File: src/rtl/ceespu_mem_arbiter_if.sv
// Bus bundle between the memory arbiter, the fetch/execute requesters and the block RAM.
// The arbiter takes the slave modport; the requester/RAM environment takes the master modport.
interface ceespu_mem_arbiter_if #(
  parameter int unsigned ADDR_WIDTH = 14
);
  logic                  fetch_req;
  logic [ADDR_WIDTH-1:0] fetch_addr;
  logic                  fetch_stall;
  logic                  fetch_valid;
  logic [31:0]           fetch_data;

  logic                  mem_e;
  logic [3:0]            mem_we;
  logic [31:0]           mem_address;
  logic [31:0]           store_data;
  logic                  data_stall;
  logic                  load_valid;
  logic [31:0]           load_data;
  logic                  data_fault;

  logic                  ram_en;
  logic [3:0]            ram_we;
  logic [ADDR_WIDTH-1:0] ram_addr;
  logic [31:0]           ram_wdata;
  logic [31:0]           ram_rdata;

  modport slave (
    input  fetch_req, fetch_addr, mem_e, mem_we, mem_address, store_data, ram_rdata,
    output fetch_stall, fetch_valid, fetch_data, data_stall, load_valid, load_data,
           data_fault, ram_en, ram_we, ram_addr, ram_wdata
  );

  modport master (
    output fetch_req, fetch_addr, mem_e, mem_we, mem_address, store_data, ram_rdata,
    input  fetch_stall, fetch_valid, fetch_data, data_stall, load_valid, load_data,
           data_fault, ram_en, ram_we, ram_addr, ram_wdata
  );
endinterface

File: src/rtl/ceespu_mem_arbiter.sv
// Single-port block RAM arbiter between instruction fetch and execute load/store.
// Data wins by default; a starvation counter forces a fetch slot after STARVE_LIMIT denials.
module ceespu_mem_arbiter #(
  parameter int unsigned ADDR_WIDTH   = 14,
  parameter int unsigned STARVE_LIMIT = 4
) (
  input  logic                  I_clk,
  input  logic                  I_rst,
  ceespu_mem_arbiter_if.slave   bus
);

  localparam logic [3:0] STARVE_MAX = 4'(STARVE_LIMIT);

  typedef enum logic [1:0] {G_NONE, G_FETCH, G_DATA} grant_t;
  typedef enum logic [1:0] {L_NONE, L_FETCH, L_LOAD} last_t;

  grant_t                grant;
  last_t                 last_grant;
  logic [3:0]            starve_cnt;
  logic                  fault_load;
  logic                  fault_store;
  logic                  fault_c;
  logic                  in_range;
  logic                  is_load;
  logic [ADDR_WIDTH-1:0] data_word;
  logic                  unused_addr_bits;

  assign in_range         = (bus.mem_address[31:ADDR_WIDTH+2] == '0);
  assign data_word        = bus.mem_address[ADDR_WIDTH+1:2];
  assign is_load          = (bus.mem_we == 4'b0000);
  assign unused_addr_bits = &{1'b0, bus.mem_address[1:0]};

  // Grant decision and RAM command, combinational from the current requests.
  always_comb begin
    grant           = G_NONE;
    fault_c         = 1'b0;
    bus.fetch_stall = 1'b0;
    bus.data_stall  = 1'b0;
    bus.ram_en      = 1'b0;
    bus.ram_we      = 4'b0000;
    bus.ram_addr    = bus.fetch_addr;
    bus.ram_wdata   = bus.store_data;
    if (!I_rst) begin
      if (bus.fetch_req && (starve_cnt == STARVE_MAX)) begin
        grant          = G_FETCH;
        bus.data_stall = bus.mem_e;
      end else if (bus.mem_e && !in_range) begin
        // Out-of-range data never touches the RAM, so fetch can share the cycle.
        fault_c = 1'b1;
        if (bus.fetch_req) grant = G_FETCH;
      end else if (bus.mem_e) begin
        grant           = G_DATA;
        bus.fetch_stall = bus.fetch_req;
      end else if (bus.fetch_req) begin
        grant = G_FETCH;
      end

      case (grant)
        G_FETCH: begin
          bus.ram_en   = 1'b1;
          bus.ram_addr = bus.fetch_addr;
        end
        G_DATA: begin
          bus.ram_en   = 1'b1;
          bus.ram_we   = bus.mem_we;
          bus.ram_addr = data_word;
        end
        default: ;
      endcase
    end
  end

  // Starvation counter and response routing for the 1-cycle RAM read latency.
  always_ff @(posedge I_clk) begin
    if (I_rst) begin
      starve_cnt  <= 4'd0;
      last_grant  <= L_NONE;
      fault_load  <= 1'b0;
      fault_store <= 1'b0;
    end else begin
      if (!bus.fetch_req || (grant == G_FETCH)) begin
        starve_cnt <= 4'd0;
      end else if (starve_cnt != STARVE_MAX) begin
        starve_cnt <= starve_cnt + 4'd1;
      end

      if (grant == G_FETCH) begin
        last_grant <= L_FETCH;
      end else if ((grant == G_DATA) && is_load) begin
        last_grant <= L_LOAD;
      end else begin
        last_grant <= L_NONE;
      end

      fault_load  <= fault_c && is_load;
      fault_store <= fault_c && !is_load;
    end
  end

  assign bus.fetch_valid = (last_grant == L_FETCH);
  assign bus.fetch_data  = bus.ram_rdata;
  assign bus.load_valid  = (last_grant == L_LOAD) || fault_load;
  assign bus.load_data   = (fault_load || fault_store) ? 32'd0 : bus.ram_rdata;
  assign bus.data_fault  = fault_load || fault_store;

endmodule

File: src/flat_wrapper.sv
// flat-port wrapper written by rule: the top's interface ports become plain ports
module ceespu_mem_arbiter_flat 
#(
  parameter int unsigned ADDR_WIDTH   = 14,
  parameter int unsigned STARVE_LIMIT = 4
)
  (I_clk, I_rst, bus_fetch_req, bus_fetch_addr, bus_mem_e, bus_mem_we, bus_mem_address, bus_store_data, bus_ram_rdata, bus_fetch_stall, bus_fetch_valid, bus_fetch_data, bus_data_stall, bus_load_valid, bus_load_data, bus_data_fault, bus_ram_en, bus_ram_we, bus_ram_addr, bus_ram_wdata);
  ceespu_mem_arbiter_if #(.ADDR_WIDTH(ADDR_WIDTH)) bus_i ();
  input  logic I_clk;
  input  logic I_rst;
  input wire logic [$bits(bus_i.fetch_req)-1:0] bus_fetch_req;
  input wire logic [$bits(bus_i.fetch_addr)-1:0] bus_fetch_addr;
  input wire logic [$bits(bus_i.mem_e)-1:0] bus_mem_e;
  input wire logic [$bits(bus_i.mem_we)-1:0] bus_mem_we;
  input wire logic [$bits(bus_i.mem_address)-1:0] bus_mem_address;
  input wire logic [$bits(bus_i.store_data)-1:0] bus_store_data;
  input wire logic [$bits(bus_i.ram_rdata)-1:0] bus_ram_rdata;
  output wire logic [$bits(bus_i.fetch_stall)-1:0] bus_fetch_stall;
  output wire logic [$bits(bus_i.fetch_valid)-1:0] bus_fetch_valid;
  output wire logic [$bits(bus_i.fetch_data)-1:0] bus_fetch_data;
  output wire logic [$bits(bus_i.data_stall)-1:0] bus_data_stall;
  output wire logic [$bits(bus_i.load_valid)-1:0] bus_load_valid;
  output wire logic [$bits(bus_i.load_data)-1:0] bus_load_data;
  output wire logic [$bits(bus_i.data_fault)-1:0] bus_data_fault;
  output wire logic [$bits(bus_i.ram_en)-1:0] bus_ram_en;
  output wire logic [$bits(bus_i.ram_we)-1:0] bus_ram_we;
  output wire logic [$bits(bus_i.ram_addr)-1:0] bus_ram_addr;
  output wire logic [$bits(bus_i.ram_wdata)-1:0] bus_ram_wdata;
  assign bus_i.fetch_req = bus_fetch_req;
  assign bus_i.fetch_addr = bus_fetch_addr;
  assign bus_i.mem_e = bus_mem_e;
  assign bus_i.mem_we = bus_mem_we;
  assign bus_i.mem_address = bus_mem_address;
  assign bus_i.store_data = bus_store_data;
  assign bus_i.ram_rdata = bus_ram_rdata;
  assign bus_fetch_stall = bus_i.fetch_stall;
  assign bus_fetch_valid = bus_i.fetch_valid;
  assign bus_fetch_data = bus_i.fetch_data;
  assign bus_data_stall = bus_i.data_stall;
  assign bus_load_valid = bus_i.load_valid;
  assign bus_load_data = bus_i.load_data;
  assign bus_data_fault = bus_i.data_fault;
  assign bus_ram_en = bus_i.ram_en;
  assign bus_ram_we = bus_i.ram_we;
  assign bus_ram_addr = bus_i.ram_addr;
  assign bus_ram_wdata = bus_i.ram_wdata;
  ceespu_mem_arbiter #(.ADDR_WIDTH(ADDR_WIDTH), .STARVE_LIMIT(STARVE_LIMIT)) u_core (.I_clk(I_clk), .I_rst(I_rst), .bus(bus_i));
endmodule
File: config.mk
export PLATFORM = sky130hd
export DESIGN_NAME = ceespu_mem_arbiter_flat
export DESIGN_NICKNAME = d
export VERILOG_FILES = /design/src/rtl/ceespu_mem_arbiter_if.sv /design/src/rtl/ceespu_mem_arbiter.sv /design/src/flat_wrapper.sv
export SDC_FILE = /design/constraint.sdc
export NUM_CORES = 1
export LEC_CHECK = 0
export ABC_AREA = 1
export BUFFER_PORTS_ARGS = -buffer_cell sky130_fd_sc_hd__buf_2
export CAP_MARGIN = 10
export CELL_PAD_IN_SITES_DETAIL_PLACEMENT = 0
export CELL_PAD_IN_SITES_GLOBAL_PLACEMENT = 1
export CORE_MARGIN = 2
export CORE_UTILIZATION = 17
export DETAILED_ROUTE_END_ITERATION = 10
export GPL_TIMING_DRIVEN = 0
export PLACE_DENSITY = 0.89
export SYNTH_ARGS = -nofsm -noshare
export SYNTH_HDL_FRONTEND = slang
export SYNTH_SLANG_ARGS = --single-unit
File: constraint.sdc
create_clock -name I_clk -period 3.75 [get_ports I_clk]
set_input_delay 0.1875 -clock I_clk [delete_from_list [all_inputs] [get_ports I_clk]]
set_output_delay 0.1875 -clock I_clk [all_outputs]
set_load 0.01 [all_outputs]
== Word level (Yosys, flattened, before mapping) ==
Index checks and enable logic that the tools add are counted.
Storage, ports and cells
  bits of input ports: 118
  flip-flop bits (word level): 8
Operators by class
  equal/unequal tests: 8
  add/subtract/negate cells: 1
  reduce and logical (&&, ||, !) cells: 16
  multiplexer cells: 24
Operators with widths (count)
  32-bit two-way mux: 1
  14-bit two-way mux: 2
  16-bit logical NOT: 1
  1-bit two-way mux: 13
  2-bit two-way mux: 6
  4-bit two-way mux: 2
  2-bit by 1-bit equality test with 1-bit output, second input constant: 3
  2-bit equality test, second input constant: 3
  2-bit OR reduction: 3
  1-bit logical AND: 5
  4-bit by 1-bit adder with 4-bit output, second input constant: 1
  4-bit by 3-bit equality test with 1-bit output, second input constant: 1
  4-bit logical NOT: 1
  4-bit by 3-bit != test with 1-bit output, second input constant: 1
  1-bit logical NOT: 3
  1-bit logical OR: 3

== Logic depth before layout (Yosys ltp) ==
Gate-level depths: netlist of the first run.
  depth in word-level cells: 11
  depth in mapped cells: 11
  gate-level depth less buffers: 10

== Least setup slack after synthesis of the first run ==
No wires, ideal clock.
  path type: register to output
  from: register u_core.starve_cnt[0]
  to: output bus_ram_addr[10]
  data required time: 3.562 ns
  cell stages (with the launch flop): 12
  arrival time: 1.828 ns
  path slack: 1.735 ns
  path buffers: 1
  cell sequence: dfxtp_1 inv_1 ha_1 nand2_1 inv_2 nand3_2 nand2_2 o21ai_1 ha_1 nand2_8 buf_12 mux2_4
Between the ends
  word-level cells in the longest chain between the ends: 7
RTL lines
  from (decl): line ceespu_mem_arbiter.sv:19  | logic [3:0] starve_cnt;
  from (signal assigned): line ceespu_mem_arbiter.sv:84  | starve_cnt <= starve_cnt + 4'd1;
  4-bit by 3-bit equality test with 1-bit output: line ceespu_mem_arbiter.sv:44  | if (bus.fetch_req && (starve_cnt == STARVE_MAX)) begin
  1-bit logical AND: line ceespu_mem_arbiter.sv:44
  2-bit two-way mux: line ceespu_mem_arbiter.sv:44
  2-bit two-way mux: line ceespu_mem_arbiter.sv:43  | if (!I_rst) begin
  2-bit equality test: line ceespu_mem_arbiter.sv:58  | case (grant)
  14-bit two-way mux: line ceespu_mem_arbiter.sv:58
  14-bit two-way mux: line ceespu_mem_arbiter.sv:43
  to (decl): line flat_wrapper.sv:27  | output wire logic [$bits(bus_i.ram_addr)-1:0] bus_ram_addr;
Every way passes these cells. The select of a mux whose other input is x is not followed.

== Worst setup path after layout of the first run ==
  from: register u_core.starve_cnt[0]
  to: output bus_ram_addr[7]
Same word-level chain as after synthesis.

==> flow_summary.ini, run 1 <==
[status]
outcome = finished clean

[worst_setup_path]
crit_fanout = 10
worstSetupEndpointType = output port
ff2ff_setup_slack_ns = 2.41
regToRegEndpoint = u_core.starve_cnt[3]$_SDFFE_PP0P_
worst_r2r_path_depth = 9
path_delay_family = adder cells
timing.critical_path.slowest_cell_delay_ns = 0.38
setup.worst_path.start_class = flip-flop
cp_cell_sequence = inv_1 -> ha_1 -> nand2_1 -> inv_2 -> nand3_2 -> nand2_2 -> o21ai_1 -> ha_1 -> nand2_8 -> buf_12 -> mux2_4 -> buf_2
critical_path_buf_inv_count = 4
critical_path_arrival_ns = 2.31
timing_worst_setup_path_type = flip-flop to output port
critical-path-top-cell-by-count = sky130_fd_sc_hd__ha_1
slowest_stage = sky130_fd_sc_hd__dfxtp_1
reg_to_reg_startpoint = u_core.starve_cnt[0]$_SDFFE_PP0P_
worst-endpoint-required_ns = 3.56

[routing]
antenna_left = 0
vias_per_cell = 3.55
wl_mm = 4.77
detail_route.drc_violations = 0
detail_route.first_pass.iterations = 3
post_drt_wl_per_cell_um = 8.87
vias = 1908
initial_detailed_routing_violation_count = 30

[timing]
worst_pin_slew_ns = 0.213
final.setup_skew_ns = 0.00377
hold_viol = 0
final_critical_delay_including_setup_and_external_delays_ns = 2.49
slew_headroom_pct = 85.7
max_freq_mhz = 401
maxSlewViolCount = 0
setup_violations = 0
setup_repair_after_global_routing_missed_its_margin = false
finalCritPeriodShare_pct = 66.5
totalNegativeSetupSlack_ns = 0

[clock_network]
worst_setup_hold_path_clk_slew_ns = 0.04
cts_buffers = 3
setup_bufs_post_cts = 0
tritoncts = built
clock-root-buffer = sky130_fd_sc_hd__clkbuf_8
cts-htree-levels = 1
clock_sinks = 8
deepest_clock_path_buffer_count = 2
postcts_resize_cnt = 0
clock_insertion_delay_worst_skew_ns = 0.23
holdBufCountCts = 0

[run]
cap_viol_max_count = 0

[pwr]
switching_power_uw = 143
pwr-share-comb_pct = 57.2
clockPowerShare_pct = 23.0
power.density_nw_per_um2 = 164
switching_portion_of_total_power_pct = 32.5
totalPowerFinal_uw = 439
pwr-share-seq_pct = 19.8
power.static_leakage_nw = 1.77
intPower_uw = 296
vdd_ir_drop_max_mv = 0.0993

[floorplanning]
die_x_um = 97.5
die_height_um = 97.5
die_area_sq_um = 9510
num_io_pins = 238
core_area_sq_um = 8590
placementRows = 34
initial_utilization_pct = 17.3

[global_routing]
wire_length_of_the_first_global_routing_pass_mm = 7.50
grt_usage_pct = 9.19
grt_start_max_net_pins = 11
global_route_overflow = 0
initial_antenna_violation_count = 0
vias_in_the_first_global_route = 1710

[final_layout]
multi_input_comb_area_sq_um = 612
antenna-diode-count = 0
final_layout_size_suffix_gt1_share_pct = 69.3
layout.nets = 553
flow.area_growth_from_synthesis_pct = 80.2
regArea_sq_um = 160
filler_cell_count = 923

[synth]
synth_area_per_cell_sq_um = 6.64
fraction_of_registers_with_async_set_reset_pct = 0
synth-seq-cells = 8
synthesis.area_sq_um = 1490
most_used_flip_flop_cell_after_synthesis = sky130_fd_sc_hd__dfxtp_1
net_count_after_synthesis = 345
synth-seq-area-share_pct = 10.8
synth_enable_flop_cells = 0
yosysUniqueCellTypes = 26
yosysWarningCount = 0
postSynthCellCount = 224

[worst_hold_path]
holdCritPathClass = input pin to flip-flop
hold-path-cell-count = 2
hold-path-endpoint = u_core.last_grant[0]$_SDFF_PP0_
hold_start = I_rst

[placed_design]
portBuffers = 203
gpl.final_weighted_congestion = 0.741
post-dp-hpwl_mm = 4.40
-- cells in the final DEF, fill, tap and decap left out, types with 2 or more instances in the layout --
cell | Yosys | layout
sky130_fd_sc_hd__nand2_1 | 9 | 9
sky130_fd_sc_hd__o21ai_0 | 3 | 3
sky130_fd_sc_hd__nand4_1 | 2 | 2
sky130_fd_sc_hd__buf_6 | 3 | 3
sky130_fd_sc_hd__clkbuf_8 | 0 | 3
sky130_fd_sc_hd__inv_1 | 44 | 44
sky130_fd_sc_hd__buf_4 | 64 | 64
sky130_fd_sc_hd__ha_1 | 3 | 3
sky130_fd_sc_hd__buf_2 | 1 | 204
sky130_fd_sc_hd__nand2_2 | 2 | 2
sky130_fd_sc_hd__mux2_2 | 8 | 8
sky130_fd_sc_hd__xor2_1 | 2 | 2
sky130_fd_sc_hd__mux2_4 | 6 | 6
sky130_fd_sc_hd__nor2_1 | 57 | 57
sky130_fd_sc_hd__dfxtp_1 | 8 | 8
-- worst max-delay path by stage --
stage,startpoint,endpoint,cells past startpoint
final,u_core.starve_cnt[0]$_SDFFE_PP0P_,bus_ram_addr[7],12
after global routing,u_core.starve_cnt[0]$_SDFFE_PP0P_,bus_ram_addr[8],12
after CTS,u_core.starve_cnt[0]$_SDFFE_PP0P_,bus_ram_addr[7],12
after detailed placement,u_core.starve_cnt[0]$_SDFFE_PP0P_,bus_ram_addr[7],12
after global placement,u_core.starve_cnt[0]$_SDFFE_PP0P_,bus_ram_addr[7],12
after floorplan,u_core.starve_cnt[0]$_SDFFE_PP0P_,bus_ram_addr[10],11
-- through the flow --
stage               instances  utilization [%]  worst slack (ns)  hold slack (ns)  area, sq um
detailed placement        535             30.7              1.49            0.453         2640
CTS                       538             31.2              1.23            0.217         2680
global placement          535             30.7              1.51            0.451         2640
finish                    538             31.2              1.26            0.217         2680
floorplan                 224                -              1.73            0.260         1490
global route              538             31.2              1.04            0.242         2680
-- state kept, by name (all words and copies together), names as in the netlist --
name and flops:
u_core.fault_load 1, u_core.starve_cnt 4, u_core.last_grant 2, u_core.fault_store 1
-- final cells by class --
| type | instances | area share, % |
|---|---|---|
| Tap cell | 108 | 5.04 |
| Inverter | 46 | 6.54 |
| Timing Repair Buffer | 203 | 37.9 |
| Multi-Input combinational cell | 101 | 22.8 |
| Clock buffer | 3 | 1.54 |
| Sequential cell | 8 | 5.98 |
| Buffer | 69 | 20.1 |
-- power groups by stage --
stage / registers (mW) / clock network, mW / logic (mW)
after global routing: 0.0871 / 0.108 / 0.275
after CTS: 0.0870 / 0.104 / 0.255
final: 0.0870 / 0.101 / 0.251
after global placement: 0.0884 / 0 / 0.251
after floorplan: 0.0884 / 0 / 0.135
after detailed placement: 0.0884 / 0 / 0.254
-- metal layers --
metal	wire length [um]	global-route usage [%]	up-vias
met1	1660	10.1	788
met3	479	1.65	5
li1	-	-	1001
met5	0	0	-
met2	2590	18.0	114
met4	47	2.24	0
-- cells in the mapped netlist (2+ instances only) --
master | instances | share of area [%]
sky130_fd_sc_hd__nand2_2 | 2 | 0.84
sky130_fd_sc_hd__xor2_1 | 2 | 1.2
sky130_fd_sc_hd__mux2_2 | 8 | 6.1
sky130_fd_sc_hd__nand4_1 | 2 | 0.84
sky130_fd_sc_hd__nand2_1 | 9 | 2.3
sky130_fd_sc_hd__dfxtp_1 | 8 | 11
sky130_fd_sc_hd__nor2_1 | 57 | 14
sky130_fd_sc_hd__buf_6 | 3 | 2.3
sky130_fd_sc_hd__buf_4 | 64 | 32
sky130_fd_sc_hd__mux2_4 | 6 | 6.1
sky130_fd_sc_hd__inv_1 | 44 | 11
sky130_fd_sc_hd__o21ai_0 | 3 | 1.0
sky130_fd_sc_hd__ha_1 | 3 | 2.5
-- kinds of logic after synthesis --
group	share of synthesized area, %
AOI/OAI and AO/OA	2.19
xor gates and xnor gates	1.18
adders and majority gates	2.53
buffers and inverters	48.1
DFF	10.8
muxes	12.1
and+or+nand+nor	23.1
(Power assumes the default switching activity.)
==> run 2: changes to the inputs <==
--- a/config.mk
+++ b/config.mk
@@ -11,10 +11,10 @@
 export CELL_PAD_IN_SITES_DETAIL_PLACEMENT = 0
 export CELL_PAD_IN_SITES_GLOBAL_PLACEMENT = 1
 export CORE_MARGIN = 2
-export CORE_UTILIZATION = 17
+export CORE_UTILIZATION = 14
 export DETAILED_ROUTE_END_ITERATION = 10
 export GPL_TIMING_DRIVEN = 0
-export PLACE_DENSITY = 0.89
+export PLACE_DENSITY = 0.79
 export SYNTH_ARGS = -nofsm -noshare
 export SYNTH_HDL_FRONTEND = slang
 export SYNTH_SLANG_ARGS = --single-unit
==> constraint.sdc (replaced) <==
create_clock -name I_clk -period 2.08 [get_ports I_clk]
set_input_delay 0.104 -clock I_clk [delete_from_list [all_inputs] [get_ports I_clk]]
set_output_delay 0.104 -clock I_clk [all_outputs]
set_load 0.01 [all_outputs]
==> run 2 against run 1 <==
Net effect: the run now ends with negative setup slack left; final area rose by 12%; sequential power rose by 80%; sequential cell count did not move; first-iteration DRC count rose by 67%; final cell count rose by 8.0%; register-to-register slack got worse by 1.7 ns; count of clock-buffer cells in the layout did not move; utilization fell by 2.1 points; worst hold slack got worse by 0.10 ns; non-clock buffer count rose by 15; setup slack got worse by 1.3 ns; critical path depth did not move; largest cell class unchanged.
==> flow_summary.ini, run 2 (same netlist as run 1, synthesis figures left out) <==
[routing]
initial_detailed_routing_violation_count = 50
detail_route.first_pass.iterations = 4
vias = 2001
wl_mm = 5.42
post_drt_wl_per_cell_um = 9.33
antenna_left = 0
vias_per_cell = 3.44
detail_route.drc_violations = 0

[placed_design]
dp_cells = 563
gpl.final_weighted_congestion = 0.774
post-dp-hpwl_mm = 4.48
portBuffers = 203

[pwr]
vdd_ir_drop_max_mv = 0.143
intPower_uw = 554
totalPowerFinal_uw = 822
pwr-share-seq_pct = 19.1
pwr-share-comb_pct = 58.7
clockPowerShare_pct = 22.2
switching_portion_of_total_power_pct = 32.6
switching_power_uw = 268
power.static_leakage_nw = 1.88
power.density_nw_per_um2 = 274

[timing]
setup_slack_ns = -0.0317
max_freq_mhz = 474
finalCritPeriodShare_pct = 102
maxSlewViolCount = 0
final.setup_skew_ns = 0.00183
slew_headroom_pct = 81.5
setup_repair_after_global_routing_missed_its_margin = true
hold_viol = 0
final_critical_delay_including_setup_and_external_delays_ns = 2.11
setup_violations = 6
worst_pin_slew_ns = 0.274

[clock_network]
holdBufCountCts = 0
clock_sinks = 8
cts-htree-levels = 1
cts_buffers = 3
clock_insertion_delay_worst_skew_ns = 0.23
clock-root-buffer = sky130_fd_sc_hd__clkbuf_8
deepest_clock_path_buffer_count = 2
worst_setup_hold_path_clk_slew_ns = 0.04
tritoncts = built

[final_layout]
flow.area_growth_from_synthesis_pct = 102
commonest_non_fill_non_tap_cell_in_the_layout = sky130_fd_sc_hd__buf_2
layout.nets = 568
max_flop_register = u_core.starve_cnt
antenna-diode-count = 0
largest_register_ffs = 4
filler_cell_count = 1113
stdcell_count = 581
reg_top3 = u_core.starve_cnt x4, u_core.last_grant x2
final_layout_size_suffix_gt1_share_pct = 73.0
mostFrequentLayoutCells = sky130_fd_sc_hd__buf_2, sky130_fd_sc_hd__buf_4, sky130_fd_sc_hd__nor2_1

[status]
outcome = finished, violations left
violations = negative setup slack

[global_routing]
global_route_overflow = 0
grt_usage_pct = 7.96
vias_in_the_first_global_route = 1818
wire_length_of_the_first_global_routing_pass_mm = 7.59
initial_antenna_violation_count = 0
grt_start_max_net_pins = 11

[worst_setup_path]
timing_worst_setup_path_type = flip-flop to output port
critical_path_arrival_ns = 2.01
cp_cell_sequence = inv_2 -> ha_4 -> nand2_2 -> inv_2 -> nand3_4 -> nand2_4 -> o21ai_4 -> ha_4 -> nand2_8 -> buf_12 -> mux2_4 -> buf_6
setup.worst_path.start_class = flip-flop
worst-endpoint-required_ns = 1.98
path_delay_family = buffers and inverters
crit_fanout = 7
timing.critical_path.slowest_cell_delay_ns = 0.32
critical_path_buf_inv_count = 4
slowest_stage = sky130_fd_sc_hd__dfxtp_2
worstSetupEndpointType = output port

[floorplanning]
initial_utilization_pct = 14.4
die_height_um = 107
die_area_sq_um = 11500
die_x_um = 107
placementRows = 37
num_io_pins = 238
core_area_sq_um = 10300

[run]
cap_viol_max_count = 0

[worst_hold_path]
holdCritPathClass = input pin to flip-flop
-- run 2: worst register-to-register path: stages, from the launching register on --
cell and delay, ns:
sky130_fd_sc_hd__dfxtp_2 0.32, sky130_fd_sc_hd__inv_2 0.05, sky130_fd_sc_hd__ha_4 0.15, sky130_fd_sc_hd__nand2_2 0.06, sky130_fd_sc_hd__inv_2 0.05, sky130_fd_sc_hd__buf_4 0.13
sky130_fd_sc_hd__buf_4 0.13, sky130_fd_sc_hd__nand2_1 0.11, sky130_fd_sc_hd__xor2_1 0.16, sky130_fd_sc_hd__inv_1 0.05, sky130_fd_sc_hd__nor2_1 0.08
-- run 2: what timing repair did --
| action | CTS | global route |
|---|---|---|
| pin swaps | 5 | 3 |
| resized for setup | 15 | 15 |
| gates cloned | 0 | 0 |
| endpoints found under the setup margin | 18 | 18 |
| setup buffers | 9 | 6 |
-- run 2: cell type report --
| class | count | area, sq um | area share [%] |
|---|---|---|---|
| buffer | 69 | 539 | 18.0 |
| multi-input combinational | 101 | 673 | 22.5 |
| sequential | 8 | 163 | 5.43 |
| tap | 136 | 170 | 5.68 |
| inverter | 46 | 175 | 5.85 |
| clock buffer | 3 | 41.3 | 1.38 |
| timing repair buffer | 218 | 1230 | 41.2 |
-- run 2: worst paths after layout --
path	from	to	slack [ns]	cells after the start
max reg2reg	u_core.starve_cnt[1]$_SDFFE_PP0P_	u_core.starve_cnt[0]$_SDFFE_PP0P_	0.73	10
min reg2reg	u_core.starve_cnt[3]$_SDFFE_PP0P_	u_core.starve_cnt[3]$_SDFFE_PP0P_	0.57	2
min	I_rst	u_core.last_grant[0]$_SDFF_PP0_	0.12	2
max	u_core.starve_cnt[1]$_SDFFE_PP0P_	bus_ram_addr[11]	-0.03	12
-- run 2: through the flow --
| stage | hold slack [ns] | setup slack, ns | area, sq um | utilization, % | TNS [ns] |
|---|---|---|---|---|---|
| floorplan | 0.176 | 0.148 | 1490 | - | 0 |
| global route | 0.136 | -0.130 | 3000 | 29.0 | -1.76 |
| detailed placement | 0.356 | -0.113 | 2670 | 25.9 | -0.651 |
| finish | 0.116 | -0.0317 | 3000 | 29.0 | -0.155 |
| CTS | 0.112 | 0.00319 | 2880 | 27.9 | 0 |
| global placement | 0.370 | -0.0869 | 2670 | 25.9 | -0.478 |
-- run 2: per-layer routing --
layer | part of all wire (%) | track usage, % | vias up
met5 | 0 | 0 | -
met4 | 0.94 | 2.23 | 0
met3 | 9.7 | 1.28 | 6
met2 | 57 | 16.1 | 122
met1 | 33 | 8.23 | 840
li1 | - | - | 1033
-- run 2: power groups by stage --
stage               Combinational (mW)  Clock, mW  Sequential (mW)
floorplan                        0.243          0            0.159
global placement                 0.456          0            0.159
detailed placement               0.459          0            0.159
CTS                              0.472      0.187            0.157
global route                     0.527      0.199            0.157
finish                           0.483      0.182            0.157
==> run 3: changes to the inputs <==
--- a/config.mk
+++ b/config.mk
@@ -15,6 +15,8 @@
 export DETAILED_ROUTE_END_ITERATION = 10
 export GPL_TIMING_DRIVEN = 0
 export PLACE_DENSITY = 0.79
+export RECOVER_POWER = 100
+export SLEW_MARGIN = 20
 export SYNTH_ARGS = -nofsm -noshare
 export SYNTH_HDL_FRONTEND = slang
 export SYNTH_SLANG_ARGS = --single-unit
==> run 3 against run 2 <==
Net effect: the run still ends with negative setup slack left; die area unchanged; largest cell class unchanged; final area shrank 2.8%; sequential share of layout area up 0.15 points; clock skew did not move.
==> flow_summary.ini, run 3 (same netlist as run 1, synthesis figures left out) <==
[status]
outcome = finished, violations left
violations = negative setup slack

[global_routing]
initial_antenna_violation_count = 0
grt_start_max_net_pins = 11
vias_in_the_first_global_route = 1818
grt_usage_pct = 7.96
wire_length_of_the_first_global_routing_pass_mm = 7.59
global_route_overflow = 0

[timing]
worst_hold_margin_ns = 0.116
setup_repair_after_global_routing_missed_its_margin = true
final.setup_skew_ns = 0.00183
finalCritPeriodShare_pct = 102
hold_viol = 0
worst_pin_slew_ns = 0.274
maxSlewViolCount = 0
slew_headroom_pct = 81.5
setup_violations = 6
final_critical_delay_including_setup_and_external_delays_ns = 2.11
setup_slack_ns = -0.0318
max_freq_mhz = 474
totalNegativeSetupSlack_ns = -0.155

[floorplanning]
num_io_pins = 238
die_area_sq_um = 11500
die_x_um = 107
core_area_sq_um = 10300
placementRows = 37
initial_utilization_pct = 14.4
die_height_um = 107

[worst_setup_path]
critical_path_arrival_ns = 2.01
reg_to_reg_startpoint = u_core.starve_cnt[1]$_SDFFE_PP0P_
slowest_stage = sky130_fd_sc_hd__dfxtp_2
worst-endpoint-required_ns = 1.98
timing.critical_path.slowest_cell_delay_ns = 0.32
ff2ff_setup_slack_ns = 0.73
cp_cell_sequence = inv_2 -> ha_4 -> nand2_2 -> inv_2 -> nand3_4 -> nand2_4 -> o21ai_4 -> ha_4 -> nand2_8 -> buf_12 -> mux2_4 -> buf_6
timing_worst_setup_path_type = flip-flop to output port
worst_r2r_path_depth = 10
setup.worst_path.start_class = flip-flop
crit_fanout = 7
worstSetupEndpointType = output port
regToRegEndpoint = u_core.starve_cnt[0]$_SDFFE_PP0P_

[final_layout]
multi_input_comb_area_sq_um = 673
layout.nets = 568
final_design_area_no_fill_sq_um = 2910
reg_top3 = u_core.starve_cnt x4, u_core.last_grant x2
filler_cell_count = 1152
final_layout_size_suffix_gt1_share_pct = 58.2
largest_register_ffs = 4
max_flop_register = u_core.starve_cnt
flow.area_growth_from_synthesis_pct = 96.0
stdcell_count = 581
commonest_non_fill_non_tap_cell_in_the_layout = sky130_fd_sc_hd__buf_2
mostFrequentLayoutCells = sky130_fd_sc_hd__buf_2, sky130_fd_sc_hd__buf_4, sky130_fd_sc_hd__clkbuf_1
regArea_sq_um = 163
antenna-diode-count = 0
post-route-util_pct = 28.2

[routing]
antenna_left = 0
post_drt_wl_per_cell_um = 9.42
detail_route.drc_violations = 0
vias = 1994
detail_route.first_pass.iterations = 4
initial_detailed_routing_violation_count = 46
wl_mm = 5.47
vias_per_cell = 3.43

[worst_hold_path]
hold_start = I_rst
holdCritPathClass = input pin to flip-flop
hold-path-endpoint = u_core.last_grant[0]$_SDFF_PP0_
hold-path-cell-count = 2

[clock_network]
deepest_clock_path_buffer_count = 2
clock_sinks = 8
clock-root-buffer = sky130_fd_sc_hd__clkbuf_8
worst_setup_hold_path_clk_slew_ns = 0.04
cts_buffers = 3
tritoncts = built
clock_insertion_delay_worst_skew_ns = 0.23
cts-htree-levels = 1

[placed_design]
gpl.final_weighted_congestion = 0.774
post_dp_cell_area_sq_um = 2670
dp_cells = 563
post-dp-hpwl_mm = 4.48
pre_cts_ws_ns = -0.113
portBuffers = 203

[pwr]
power.density_nw_per_um2 = 277
vdd_ir_drop_max_mv = 0.143
totalPowerFinal_uw = 807
power.static_leakage_nw = 1.70

[run]
cap_viol_max_count = 0
-- run 3: critical path, delay by kind of cell, from the launching register on --
family / cells / cell delay [ns]
multiplexers: 1 / 0.30
adder cells (fa/ha/maj): 2 / 0.33
AO/OA/AOI/OAI: 1 / 0.18
AND/OR/NAND/NOR: 4 / 0.28
flip-flops: 1 / 0.32
buffers and inverters: 4 / 0.37
-- run 3: layout make-up --
class | count | share of cell area, %
Buffer | 69 | 18.5
Clock buffer | 3 | 1.42
Multi-Input combinational cell | 101 | 23.1
Tap cell | 136 | 5.84
Inverter | 46 | 6.01
Sequential cell | 8 | 5.58
Timing Repair Buffer | 218 | 39.5
-- run 3: worst max path at each step --
| stage | start | to | slack, ns | depth (start not counted) |
|---|---|---|---|---|
| after floorplan | u_core.starve_cnt[0]$_SDFFE_PP0P_ | bus_ram_addr[10] | 0.15 | 11 |
| after global placement | u_core.starve_cnt[0]$_SDFFE_PP0P_ | bus_ram_addr[8] | -0.09 | 12 |
| after detailed placement | u_core.starve_cnt[0]$_SDFFE_PP0P_ | bus_ram_addr[7] | -0.11 | 12 |
| after CTS | u_core.starve_cnt[0]$_SDFFE_PP0P_ | bus_ram_addr[8] | 0.003 | 12 |
| after global routing | u_core.starve_cnt[1]$_SDFFE_PP0P_ | bus_ram_addr[11] | -0.13 | 12 |
| final | u_core.starve_cnt[1]$_SDFFE_PP0P_ | bus_ram_addr[11] | -0.03 | 12 |
-- run 3: per-layer routing --
metal | part of all wire, % | wire length, um | global-route usage (%)
met2 | 56 | 3060 | 16.1
met5 | 0 | 0 | 0
met1 | 33 | 1820 | 8.23
met4 | 0.93 | 51 | 2.23
met3 | 9.9 | 540 | 1.28
-- run 3: timing repair --
action                     in CTS  in global routing
hold buffers                    0                  0
buffers inserted                9                  6
pin swaps                       5                  3
gates resized for setup        15                 15
setup endpoints to repair      18                 18
-- run 3: power breakdown --
| part | total (mW) | switching [mW] | internal, mW | leakage [nW] |
|---|---|---|---|---|
| clock | 0.182 | 0.0574 | 0.125 | 0.0216 |
| combinational | 0.468 | 0.213 | 0.255 | 1.61 |
| sequential | 0.157 | 0.000554 | 0.156 | 0.0660 |
